## config.mk

```make
export PLATFORM = sky130hd
export DESIGN_NAME = uart_cmd_parser
export DESIGN_NICKNAME = d
export VERILOG_FILES = /design/src/rtl/uart_cmd_parser.sv
export SDC_FILE = /design/constraint.sdc
export NUM_CORES = 1
export LEC_CHECK = 0
export CAP_MARGIN = 25
export CELL_PAD_IN_SITES_DETAIL_PLACEMENT = 0
export CELL_PAD_IN_SITES_GLOBAL_PLACEMENT = 2
export CORE_ASPECT_RATIO = 0.6
export CORE_UTILIZATION = 36
export CTS_BUF_LIST = sky130_fd_sc_hd__clkbuf_16
export CTS_CLUSTER_SIZE = 24
export DETAILED_ROUTE_END_ITERATION = 6
export PLACE_DENSITY = 0.82
export SYNTH_ARGS = -nofsm -noshare
export SYNTH_HDL_FRONTEND = slang
export SYNTH_SLANG_ARGS = --single-unit
```

## constraint.sdc

```tcl
create_clock -name clk -period 2.5 [get_ports clk]
set_clock_uncertainty 0.05 [all_clocks]
set_input_delay 0.5 -clock clk [delete_from_list [all_inputs] [get_ports clk]]
set_output_delay 0.5 -clock clk [all_outputs]
set_load 0.01 [all_outputs]
```

## src/rtl/uart_cmd_parser.sv

```systemverilog
// Turns the UART receiver byte stream into register-bus write/read strobes.
// Frame: SYNC, CMD, [DATA_HI, DATA_LO], CSUM. Bad checksums and stalled frames raise 1-cycle error pulses.
module uart_cmd_parser #(
  parameter logic [7:0] SYNC_BYTE      = 8'hA5,
  parameter int         TIMEOUT_CYCLES = 50000,
  parameter int         TO_W           = 16
) (
  input  logic        clk,
  input  logic        rst_n,
  input  logic [7:0]  rx_byte,
  input  logic        rx_valid,
  output logic [6:0]  reg_addr,
  output logic [15:0] reg_wdata,
  output logic        reg_wr_en,
  output logic        reg_rd_en,
  output logic        busy,
  output logic        err_csum,
  output logic        err_timeout
);

  typedef enum logic [2:0] {S_IDLE, S_CMD, S_DHI, S_DLO, S_CSUM} state_t;

  // Timeout fires on the edge where the gap counter would reach TIMEOUT_CYCLES-1.
  localparam logic [TO_W-1:0] TO_LAST = TO_W'(TIMEOUT_CYCLES - 2);

  state_t          state;
  logic [7:0]      cmd, dhi, dlo;
  logic [TO_W-1:0] to_cnt;
  logic [7:0]      exp_csum;

  assign exp_csum = cmd[7] ? (cmd ^ dhi ^ dlo) : cmd;

  always_ff @(posedge clk or negedge rst_n) begin
    if (!rst_n) begin
      state       <= S_IDLE;
      cmd         <= '0;
      dhi         <= '0;
      dlo         <= '0;
      to_cnt      <= '0;
      reg_addr    <= '0;
      reg_wdata   <= '0;
      reg_wr_en   <= 1'b0;
      reg_rd_en   <= 1'b0;
      busy        <= 1'b0;
      err_csum    <= 1'b0;
      err_timeout <= 1'b0;
    end else begin
      reg_wr_en   <= 1'b0;
      reg_rd_en   <= 1'b0;
      err_csum    <= 1'b0;
      err_timeout <= 1'b0;

      if (state == S_IDLE || rx_valid) to_cnt <= '0;
      else                             to_cnt <= to_cnt + TO_W'(1);

      if (rx_valid) begin
        unique case (state)
          S_IDLE: if (rx_byte == SYNC_BYTE) begin
            state <= S_CMD;
            busy  <= 1'b1;
          end
          S_CMD: begin
            cmd   <= rx_byte;
            state <= rx_byte[7] ? S_DHI : S_CSUM;
          end
          S_DHI: begin
            dhi   <= rx_byte;
            state <= S_DLO;
          end
          S_DLO: begin
            dlo   <= rx_byte;
            state <= S_CSUM;
          end
          S_CSUM: begin
            if (rx_byte == exp_csum) begin
              reg_addr <= cmd[6:0];
              if (cmd[7]) begin
                reg_wdata <= {dhi, dlo};
                reg_wr_en <= 1'b1;
              end else begin
                reg_rd_en <= 1'b1;
              end
            end else begin
              err_csum <= 1'b1;
            end
            state <= S_IDLE;
            busy  <= 1'b0;
          end
          default: begin
            state <= S_IDLE;
            busy  <= 1'b0;
          end
        endcase
      end else if (state != S_IDLE && to_cnt == TO_LAST) begin
        err_timeout <= 1'b1;
        state       <= S_IDLE;
        busy        <= 1'b0;
        cmd         <= '0;
        dhi         <= '0;
        dlo         <= '0;
      end
    end
  end

endmodule

```

# After elaboration in Yosys (flattened, before gate mapping)
# Cells that the tools add are included.
# totals
latch_bits	0
output_inout_bits	28
reg_bits	71
mem_bits_ro	0
ramBits	0
word_cells	71
in_bits	11
memories	0
# classes
n_lt_le_gt_ge	0
mul	0
n_eq_ne	12
muxes	31
n_reduce_logical	13
div	0
n_addsub	1
bitwise_logic	2
shifts	0
# op_table
cell	n
$mux W8	8
$add A16 B1 Y16 const B	1
$eq A16 B16 Y1 const B	1
$mux W1	16
$mux W16	1
$xor A8 B8 Y8	2
$mux W3	4
$pmux W3 S4	1
$eq A8 B8 Y1	1
$eq A8 B8 Y1 const B	1
$reduce_and A2 Y1	4
$eq A3 B2 Y1 const B	2
$ne A2 B1 Y1 const B	3
$reduce_and A3 Y1	2
$reduce_and A4 Y1	1
$eq A3 B1 Y1 const B	1
$eq A3 B3 Y1 const B	1
$logic_not A3 Y1	1
$ne A3 B2 Y1 const B	1
$reduce_bool A3 Y1	1
$reduce_or A3 Y1	1
$ne A2 B2 Y1 const B	1
$pmux W1 S2	1
$reduce_bool A2 Y1	1
2 further kinds	2

# Longest topological paths before layout
# Gate-level depths: netlist of run 1.
# depth
depth_word	7
mapped_depth	8
depth_no_buf	8

# Least setup slack after synthesis of run 1
# Ideal clock, no wire load.
# synth_timing
path_kind	input -> register
start	input rx_byte[3]
end	register reg_wdata[10]
arrival_time_ns	1.915
slack_ns	0.410
required_ns	2.325
cell_stages	7
setup_time_ns	0.125
n_path_buf	1
path_cell_list	xor2_1 -> and3_1 -> o22ai_2 -> nor4_4 -> nand3_4 -> buf_6 -> mux2_4
# synth_between
elab_chain_cells	2
# synth_lines
element	line	rtl
start, declared	10	input logic [7:0] rx_byte,
$eq A8 B8 Y1	75	if (rx_byte == exp_csum) begin
$reduce_and A4 Y1 (no source line)	--	
end signal, assigned	78	reg_wdata <= {dhi, dlo};
end, declared	13	output logic [15:0] reg_wdata,
# No other way between the ends.
# A chain may end at the register's enable or synchronous reset.

# Worst setup path in the final report of run 1
# layout_timing
start	input rx_byte[1]
end	register reg_addr[6]
# layout_between
elab_chain_cells	2
# layout_lines
element	line	rtl
$eq A8 B8 Y1	75	
$reduce_and A3 Y1 (no source line)	--	
end signal, assigned	76	reg_addr <= cmd[6:0];
end, declared	12	output logic [6:0] reg_addr,
# No other way between the ends.

==> impl_metrics.xml, run 1 <==
<?xml version="1.0" encoding="UTF-8"?>
<metrics>
  <group name="run_status">
    <metric name="run_status" unit="">complete, no violations</metric>
  </group>
  <group name="clocking">
    <metric name="cts_made_buffers" unit="">9</metric>
    <metric name="clkLatencyLatePin" unit="ns">0.33</metric>
    <metric name="postCtsResizedCells" unit="">0</metric>
    <metric name="root_driver" unit="">sky130_fd_sc_hd__clkbuf_16</metric>
    <metric name="cts_tree" unit="">built</metric>
    <metric name="clkSinkCount" unit="">71</metric>
    <metric name="clk_pin_slew" unit="ns">0.06</metric>
    <metric name="htree_levels" unit="">3</metric>
    <metric name="clockBufferDepth" unit="">2</metric>
    <metric name="cts_setup_buffers" unit="">0</metric>
    <metric name="ctsHoldBuffers" unit="">0</metric>
  </group>
  <group name="global_route">
    <metric name="groute.layer.met1.usage" unit="">0.2893</metric>
    <metric name="grt_start_max_net_pins" unit="">42</metric>
    <metric name="grt_util_met2" unit="">0.2339</metric>
    <metric name="initial_antenna_violation_count" unit="">0</metric>
    <metric name="globalRoute.totalOverflow" unit="">0</metric>
    <metric name="grt_util_met3" unit="">0.05829</metric>
    <metric name="grt_pass1_wl" unit="mm">12.79</metric>
    <metric name="gr-usage-all-layers" unit="">0.1867</metric>
    <metric name="vias_in_the_first_global_route" unit="">2230</metric>
    <metric name="grt_busiest_layer" unit="">met1</metric>
  </group>
  <group name="worst_hold_path">
    <metric name="hold_class" unit="">primary input to asynchronous set/reset pin</metric>
  </group>
  <group name="logic_synthesis">
    <metric name="yosysUniqueCellTypes" unit="">37</metric>
    <metric name="synth_cells" unit="">305</metric>
    <metric name="post_synth_net_total" unit="">318</metric>
    <metric name="asyncSetResetFlopFracSynth" unit="">1.000</metric>
    <metric name="syn_area_per_cell" unit="sq um">10.65</metric>
    <metric name="synth-seq-area-share" unit="">0.5472</metric>
    <metric name="synth_edf_count" unit="">0</metric>
    <metric name="synth.area.top_cells" unit="">sky130_fd_sc_hd__dfrtp_1 (55%), sky130_fd_sc_hd__nand2_1 (6.8%), sky130_fd_sc_hd__xor2_1 (6.2%)</metric>
    <metric name="ys_ff_latch" unit="">71</metric>
    <metric name="area_of_the_mapped_netlist" unit="sq um">3247</metric>
    <metric name="synth_largest_area_cell" unit="">sky130_fd_sc_hd__dfrtp_1</metric>
    <metric name="synth_top_area_frac" unit="">0.5472</metric>
    <metric name="postSynth.topFlopCell" unit="">sky130_fd_sc_hd__dfrtp_1</metric>
    <metric name="number_of_warnings_printed_during_yosys_synthesis" unit="">0</metric>
  </group>
  <group name="route">
    <metric name="final_antenna_net_count" unit="">0</metric>
    <metric name="drt_drc_violations_left" unit="">0</metric>
    <metric name="detailed_router_iteration_count_before_antenna_repair" unit="">4</metric>
    <metric name="dr_vias_cell" unit="">4.846</metric>
    <metric name="drt-total-wl" unit="mm">7.733</metric>
    <metric name="num_vias" unit="">2321</metric>
    <metric name="initialDrtViolationCount" unit="">200</metric>
    <metric name="routedWlPerCell" unit="um">16.14</metric>
  </group>
  <group name="timing">
    <metric name="final_hold_fails" unit="">0</metric>
    <metric name="relSlewSlack" unit="">0.5837</metric>
    <metric name="period_share" unit="">0.9417</metric>
    <metric name="hold_slack" unit="ns">0.09487</metric>
    <metric name="max_clock_freq" unit="GHz">0.4248</metric>
    <metric name="setup_repair_after_global_routing_missed_its_margin" unit="">no</metric>
    <metric name="setup_viol_count_final" unit="">0</metric>
    <metric name="timing_worst_slew_pin_value" unit="ns">0.6244</metric>
    <metric name="drv_slew" unit="">0</metric>
    <metric name="final.min_clock_period" unit="ns">2.354</metric>
    <metric name="sum_of_negative_setup_slack" unit="ns">0</metric>
  </group>
  <group name="run">
    <metric name="max_capacitance_violation_count" unit="">0</metric>
  </group>
  <group name="layout">
    <metric name="finalNetCount" unit="">375</metric>
    <metric name="final_cell_mix" unit="">sky130_fd_sc_hd__dfrtp_1 (71), sky130_fd_sc_hd__nand2_1 (59), sky130_fd_sc_hd__clkdlybuf4s50_1 (37)</metric>
    <metric name="antenna-diode-count" unit="">0</metric>
    <metric name="area_growth_syn_to_layout" unit="%">29.17</metric>
    <metric name="most_common_library_cell_in_the_layout_ignoring_fill_and_taps" unit="">sky130_fd_sc_hd__dfrtp_1</metric>
    <metric name="post_route_cells_drive_above_1_share" unit="">0.1771</metric>
    <metric name="fill_cells" unit="">790</metric>
  </group>
  <group name="worst_setup_path">
    <metric name="crit_path_start_kind" unit="">primary input</metric>
    <metric name="critical_path_peak_fanout" unit="">8</metric>
    <metric name="cp.required" unit="ns">2.66</metric>
    <metric name="critical_path.startpoint" unit="">rx_byte[1]</metric>
    <metric name="critical_path.endpoint_type" unit="">register</metric>
    <metric name="regToRegEndpoint" unit="">reg_addr[6]</metric>
    <metric name="cp.arrival" unit="ns">2.51</metric>
    <metric name="reg2regPathDepth" unit="">6</metric>
    <metric name="worstSetupEndpoint" unit="">reg_addr[6]</metric>
    <metric name="worstSetupPathType" unit="">primary input to register</metric>
    <metric name="r2r_setup_slack" unit="ns">0.17</metric>
    <metric name="worst_r2r_startpoint" unit="">cmd[7]</metric>
  </group>
  <group name="placement">
    <metric name="port_buffers" unit="">38</metric>
    <metric name="post-dp-hpwl" unit="mm">5.515</metric>
    <metric name="gp_routability_congestion" unit="">0.7894</metric>
  </group>
  <group name="floorplanning">
    <metric name="top_level_ports" unit="">39</metric>
    <metric name="coreArea" unit="sq um">8621</metric>
    <metric name="floorplan_die_area" unit="sq um">9415</metric>
    <metric name="rows" unit="">26</metric>
    <metric name="initial_core_util" unit="">0.3766</metric>
    <metric name="die_y" unit="um">75.56</metric>
    <metric name="die_width" unit="um">124.6</metric>
  </group>
  <group name="power_and_ir_drop">
    <metric name="worst_ir_drop_vdd" unit="mV">0.3983</metric>
    <metric name="power.density_cell_area" unit="nW/um^2">922.0</metric>
    <metric name="cellLeakagePower" unit="nW">1.966</metric>
  </group>
</metrics>
==> per-layer routing <==
layer / share of wire / wire, um
met1: 0.55 / 4271
met2: 0.38 / 2910
met3: 0.062 / 476
met4: 0.0096 / 74
met5: 0 / 0
==> cells in the mapped netlist, types with 2 or more instances <==
library cell / instances
sky130_fd_sc_hd__nor3_1: 5
sky130_fd_sc_hd__nor2_1: 22
sky130_fd_sc_hd__o21ai_0: 25
sky130_fd_sc_hd__mux2_2: 13
sky130_fd_sc_hd__nor4b_1: 2
sky130_fd_sc_hd__a21oi_1: 9
sky130_fd_sc_hd__inv_1: 2
sky130_fd_sc_hd__nor2b_1: 2
sky130_fd_sc_hd__nand2_1: 59
sky130_fd_sc_hd__xor2_1: 23
sky130_fd_sc_hd__o22ai_1: 3
sky130_fd_sc_hd__clkbuf_1: 8
sky130_fd_sc_hd__nand3_1: 11
sky130_fd_sc_hd__xnor2_1: 5
sky130_fd_sc_hd__dfrtp_1: 71
sky130_fd_sc_hd__or2_2: 2
sky130_fd_sc_hd__and3_1: 13
sky130_fd_sc_hd__mux2_4: 10
sky130_fd_sc_hd__ha_1: 2
==> cell families after synthesis <==
| logic type | count (synthesis) | share of synthesized area |
|---|---|---|
| AO/OA/AOI/OAI | 43 | 0.07515 |
| adder cells (fa/ha/maj) | 2 | 0.007706 |
| flip-flops | 71 | 0.5472 |
| XOR/XNOR | 28 | 0.07553 |
| buffers and inverters | 13 | 0.01772 |
| multiplexers | 23 | 0.09133 |
| AND/OR/NAND/NOR | 125 | 0.1854 |
==> area by class of cell <==
cell class,count,area (sq um),share of cell area
timing repair buffer,57,543.0,0.1295
clock buffer,9,225.2,0.05370
clock inverter,7,88.84,0.02118
multi-input combinational,221,1413,0.3368
tap,112,140.1,0.03341
inverter,2,7.507,0.001790
sequential,71,1777,0.4236
==> state kept, by name (all words and copies together), names as in the netlist <==
signal       count
state            3
reg_rd_en        1
reg_wdata       16
cmd              8
dhi              8
dlo              8
busy             1
err_timeout      1
err_csum         1
reg_addr         7
to_cnt          16
reg_wr_en        1
==> critical path: stages <==
cell,delay (ns)
sky130_fd_sc_hd__clkdlybuf4s50_1,0.51
sky130_fd_sc_hd__xor2_1,0.18
sky130_fd_sc_hd__and3_1,0.20
sky130_fd_sc_hd__o22ai_2,0.12
sky130_fd_sc_hd__nor4_4,0.39
sky130_fd_sc_hd__buf_4,0.18
sky130_fd_sc_hd__nand2_2,0.13
sky130_fd_sc_hd__mux2_2,0.31
==> power by group <==
part	internal, mW	switching, mW
Sequential	1.38	0.279
Clock	0.865	0.468
Combinational	0.376	0.501
Total	2.62	1.25
==> stage by stage <==
step                      power [mW]  setup WS, ns  std cells  instance area [sq um]    util
after global routing           4.138       0.01855        479                   4194  0.4865
after detailed placement       2.557       -0.1691        463                   3880  0.4501
after CTS                      3.923        0.1508        479                   4194  0.4865
final                          3.867        0.1458        479                   4194  0.4865
after global placement         2.538       -0.1392        463                   3880  0.4501
after floorplan                2.198        0.4102        305                   3247       -
==> how the worst min path moves through the flow <==
stage	cells past startpoint	slack, ns	startpoint	end
floorplan	0	0.15	rst_n	busy
global placement	1	0.42	to_cnt[0]	to_cnt[0]
detailed placement	1	0.43	to_cnt[0]	to_cnt[0]
CTS	1	0.1	rst_n	state[2]
global route	1	0.12	rst_n	state[2]
finish	1	0.09	rst_n	state[2]
(Power assumes the default switching activity.)
==> run 2: changes to the inputs <==
--- a/config.mk
+++ b/config.mk
@@ -5,7 +5,7 @@
 export SDC_FILE = /design/constraint.sdc
 export NUM_CORES = 1
 export LEC_CHECK = 0
-export CAP_MARGIN = 25
+export CAP_MARGIN = 20
 export CELL_PAD_IN_SITES_DETAIL_PLACEMENT = 0
 export CELL_PAD_IN_SITES_GLOBAL_PLACEMENT = 2
 export CORE_ASPECT_RATIO = 0.6
==> results of run 2 <==
The final DEF is identical to that of run 1; final timing and power are the same.
==> run 3: changes to the inputs <==
--- a/config.mk
+++ b/config.mk
@@ -6,7 +6,7 @@
 export NUM_CORES = 1
 export LEC_CHECK = 0
 export CAP_MARGIN = 20
-export CELL_PAD_IN_SITES_DETAIL_PLACEMENT = 0
+export CELL_PAD_IN_SITES_DETAIL_PLACEMENT = 1
 export CELL_PAD_IN_SITES_GLOBAL_PLACEMENT = 2
 export CORE_ASPECT_RATIO = 0.6
 export CORE_UTILIZATION = 36
==> impl_metrics.xml, run 3 (synthesis gave the netlist of run 1 again) <==
<?xml version="1.0" encoding="UTF-8"?>
<metrics>
  <group name="floorplanning">
    <metric name="die_width" unit="um">124.6</metric>
    <metric name="coreArea" unit="sq um">8621</metric>
    <metric name="initial_core_util" unit="">0.3766</metric>
    <metric name="floorplan_die_area" unit="sq um">9415</metric>
    <metric name="die_y" unit="um">75.56</metric>
    <metric name="rows" unit="">26</metric>
    <metric name="top_level_ports" unit="">39</metric>
  </group>
  <group name="worst_setup_path">
    <metric name="critical_path.cell_chain" unit="">clkdlybuf4s50_1 &gt; xor2_1 &gt; and3_1 &gt; o22ai_2 &gt; nor4_4 &gt; buf_4 &gt; nand2_2 &gt; mux2_2</metric>
    <metric name="critical_path_cell_count" unit="">8</metric>
    <metric name="critical_path.endpoint_type" unit="">register</metric>
    <metric name="r2r_setup_slack" unit="ns">0.13</metric>
    <metric name="critical-path-top-delay-family" unit="">simple AND/OR/NAND/NOR gates</metric>
    <metric name="crit_path_max_incr_delay" unit="ns">0.51</metric>
    <metric name="reg2regPathDepth" unit="">6</metric>
    <metric name="worst-path-buf-inv" unit="">2</metric>
    <metric name="worstSetupPathType" unit="">primary input to register</metric>
    <metric name="cp.required" unit="ns">2.67</metric>
    <metric name="critical_path_peak_fanout" unit="">8</metric>
    <metric name="cp.arrival" unit="ns">2.55</metric>
    <metric name="crit_path_top_delay_cell" unit="">sky130_fd_sc_hd__clkdlybuf4s50_1</metric>
    <metric name="crit_path_start_kind" unit="">primary input</metric>
  </group>
  <group name="route">
    <metric name="initialDrtViolationCount" unit="">112</metric>
    <metric name="final_antenna_net_count" unit="">0</metric>
    <metric name="detailed_router_iteration_count_before_antenna_repair" unit="">4</metric>
    <metric name="drt-total-wl" unit="mm">8.650</metric>
    <metric name="num_vias" unit="">2462</metric>
    <metric name="routedWlPerCell" unit="um">18.10</metric>
    <metric name="dr_vias_cell" unit="">5.151</metric>
    <metric name="drt_drc_violations_left" unit="">0</metric>
  </group>
  <group name="global_route">
    <metric name="initial_antenna_violation_count" unit="">0</metric>
    <metric name="grt_start_max_net_pins" unit="">42</metric>
    <metric name="grt_busiest_layer" unit="">met1</metric>
    <metric name="vias_in_the_first_global_route" unit="">2525</metric>
    <metric name="globalRoute.totalOverflow" unit="">0</metric>
    <metric name="groute.layer.met1.usage" unit="">0.3023</metric>
    <metric name="grt_pass1_wl" unit="mm">14.17</metric>
    <metric name="grt_util_met3" unit="">0.05758</metric>
    <metric name="grt_util_met2" unit="">0.2830</metric>
    <metric name="gr-usage-all-layers" unit="">0.2031</metric>
  </group>
  <group name="timing">
    <metric name="period_share" unit="">0.9534</metric>
    <metric name="final.min_clock_period" unit="ns">2.384</metric>
    <metric name="setup_repair_after_global_routing_missed_its_margin" unit="">no</metric>
    <metric name="timing.final.ws_setup" unit="ns">0.1164</metric>
    <metric name="setup_viol_count_final" unit="">0</metric>
    <metric name="hold_slack" unit="ns">0.09062</metric>
    <metric name="final_hold_fails" unit="">0</metric>
    <metric name="drv_slew" unit="">0</metric>
    <metric name="timing_worst_slew_pin_value" unit="ns">0.6686</metric>
    <metric name="max_clock_freq" unit="GHz">0.4195</metric>
    <metric name="relSlewSlack" unit="">0.5543</metric>
  </group>
  <group name="placement">
    <metric name="port_buffers" unit="">38</metric>
    <metric name="gp_routability_congestion" unit="">0.7894</metric>
    <metric name="detailedPlace.worstSlack" unit="ns">-0.2310</metric>
    <metric name="post-dp-hpwl" unit="mm">6.147</metric>
  </group>
  <group name="clocking">
    <metric name="cts_made_buffers" unit="">9</metric>
    <metric name="clk_pin_slew" unit="ns">0.06</metric>
    <metric name="clkLatencyLatePin" unit="ns">0.34</metric>
    <metric name="clkSinkCount" unit="">71</metric>
    <metric name="cts_tree" unit="">built</metric>
    <metric name="ctsHoldBuffers" unit="">0</metric>
    <metric name="postCtsResizedCells" unit="">0</metric>
    <metric name="clockBufferDepth" unit="">2</metric>
    <metric name="htree_levels" unit="">3</metric>
    <metric name="root_driver" unit="">sky130_fd_sc_hd__clkbuf_16</metric>
    <metric name="cts_setup_buffers" unit="">0</metric>
  </group>
  <group name="power_and_ir_drop">
    <metric name="worst_ir_drop_vdd" unit="mV">0.3761</metric>
    <metric name="power.density_cell_area" unit="nW/um^2">917.0</metric>
    <metric name="cellLeakagePower" unit="nW">1.958</metric>
  </group>
  <group name="layout">
    <metric name="finalNetCount" unit="">375</metric>
    <metric name="final_cell_mix" unit="">sky130_fd_sc_hd__dfrtp_1 (71), sky130_fd_sc_hd__nand2_1 (59), sky130_fd_sc_hd__clkdlybuf4s50_1 (37)</metric>
    <metric name="biggestRegsByFlops" unit="">reg_wdata (16), to_cnt (16)</metric>
    <metric name="most_common_library_cell_in_the_layout_ignoring_fill_and_taps" unit="">sky130_fd_sc_hd__dfrtp_1</metric>
    <metric name="post_route_cells_drive_above_1_share" unit="">0.1776</metric>
    <metric name="area_growth_syn_to_layout" unit="%">28.09</metric>
    <metric name="antenna-diode-count" unit="">0</metric>
  </group>
  <group name="worst_hold_path">
    <metric name="hold_class" unit="">primary input to asynchronous set/reset pin</metric>
  </group>
  <group name="run">
    <metric name="max_capacitance_violation_count" unit="">0</metric>
  </group>
  <group name="run_status">
    <metric name="run_status" unit="">complete, no violations</metric>
  </group>
</metrics>
run 3: cell count changes in the layout (fill, tap and decap cells not counted), sizes merged:
| cell | delta |
|---|---|
| bufinv | -1 |
| clkinv | +1 |
| clkinvlp | -1 |
run 3: final timing paths:
path,start,to
max in group asynchronous,rst_n,dlo[3]
hold / removal,rst_n,state[2]
hold reg to reg,to_cnt[0],to_cnt[0]
min in group clk,to_cnt[0],to_cnt[0]
setup reg to reg,cmd[7],reg_addr[6]
setup / recovery,rx_byte[3],reg_addr[6]
run 3: report_power, final:
part | switching [mW] | total [mW] | internal, mW
Sequential | 0.298 | 1.68 | 1.38
Clock | 0.483 | 1.24 | 0.755
Combinational | 0.524 | 0.900 | 0.376
Total | 1.31 | 3.81 | 2.51
run 3: cell type report:
class	instances	area [sq um]
clock buffers	9	225.2
clock inverters	6	53.80
fillers	927	4462
inverters	2	7.507
multi-input cells	221	1413
flip-flops and latches	71	1777
well taps	112	140.1
repair buffers	57	543.0
run 3: through the flow:
stage | cell area [sq um] | power, mW | utilization | TNS [ns] | cells
finish | 4159 | 3.814 | 0.4824 | 0 | 478
global placement | 3880 | 2.538 | 0.4501 | -2.988 | 463
detailed placement | 3880 | 2.590 | 0.4501 | -4.906 | 463
CTS | 4159 | 3.846 | 0.4824 | 0 | 478
floorplan | 3247 | 2.198 | - | 0 | 305
global route | 4159 | 4.037 | 0.4824 | 0 | 478
run 3: routing by layer:
metal	up-vias	share of wire
met5	-	0
met4	0	0.012
met3	12	0.053
met2	54	0.40
met1	1244	0.53
li1	1152	-
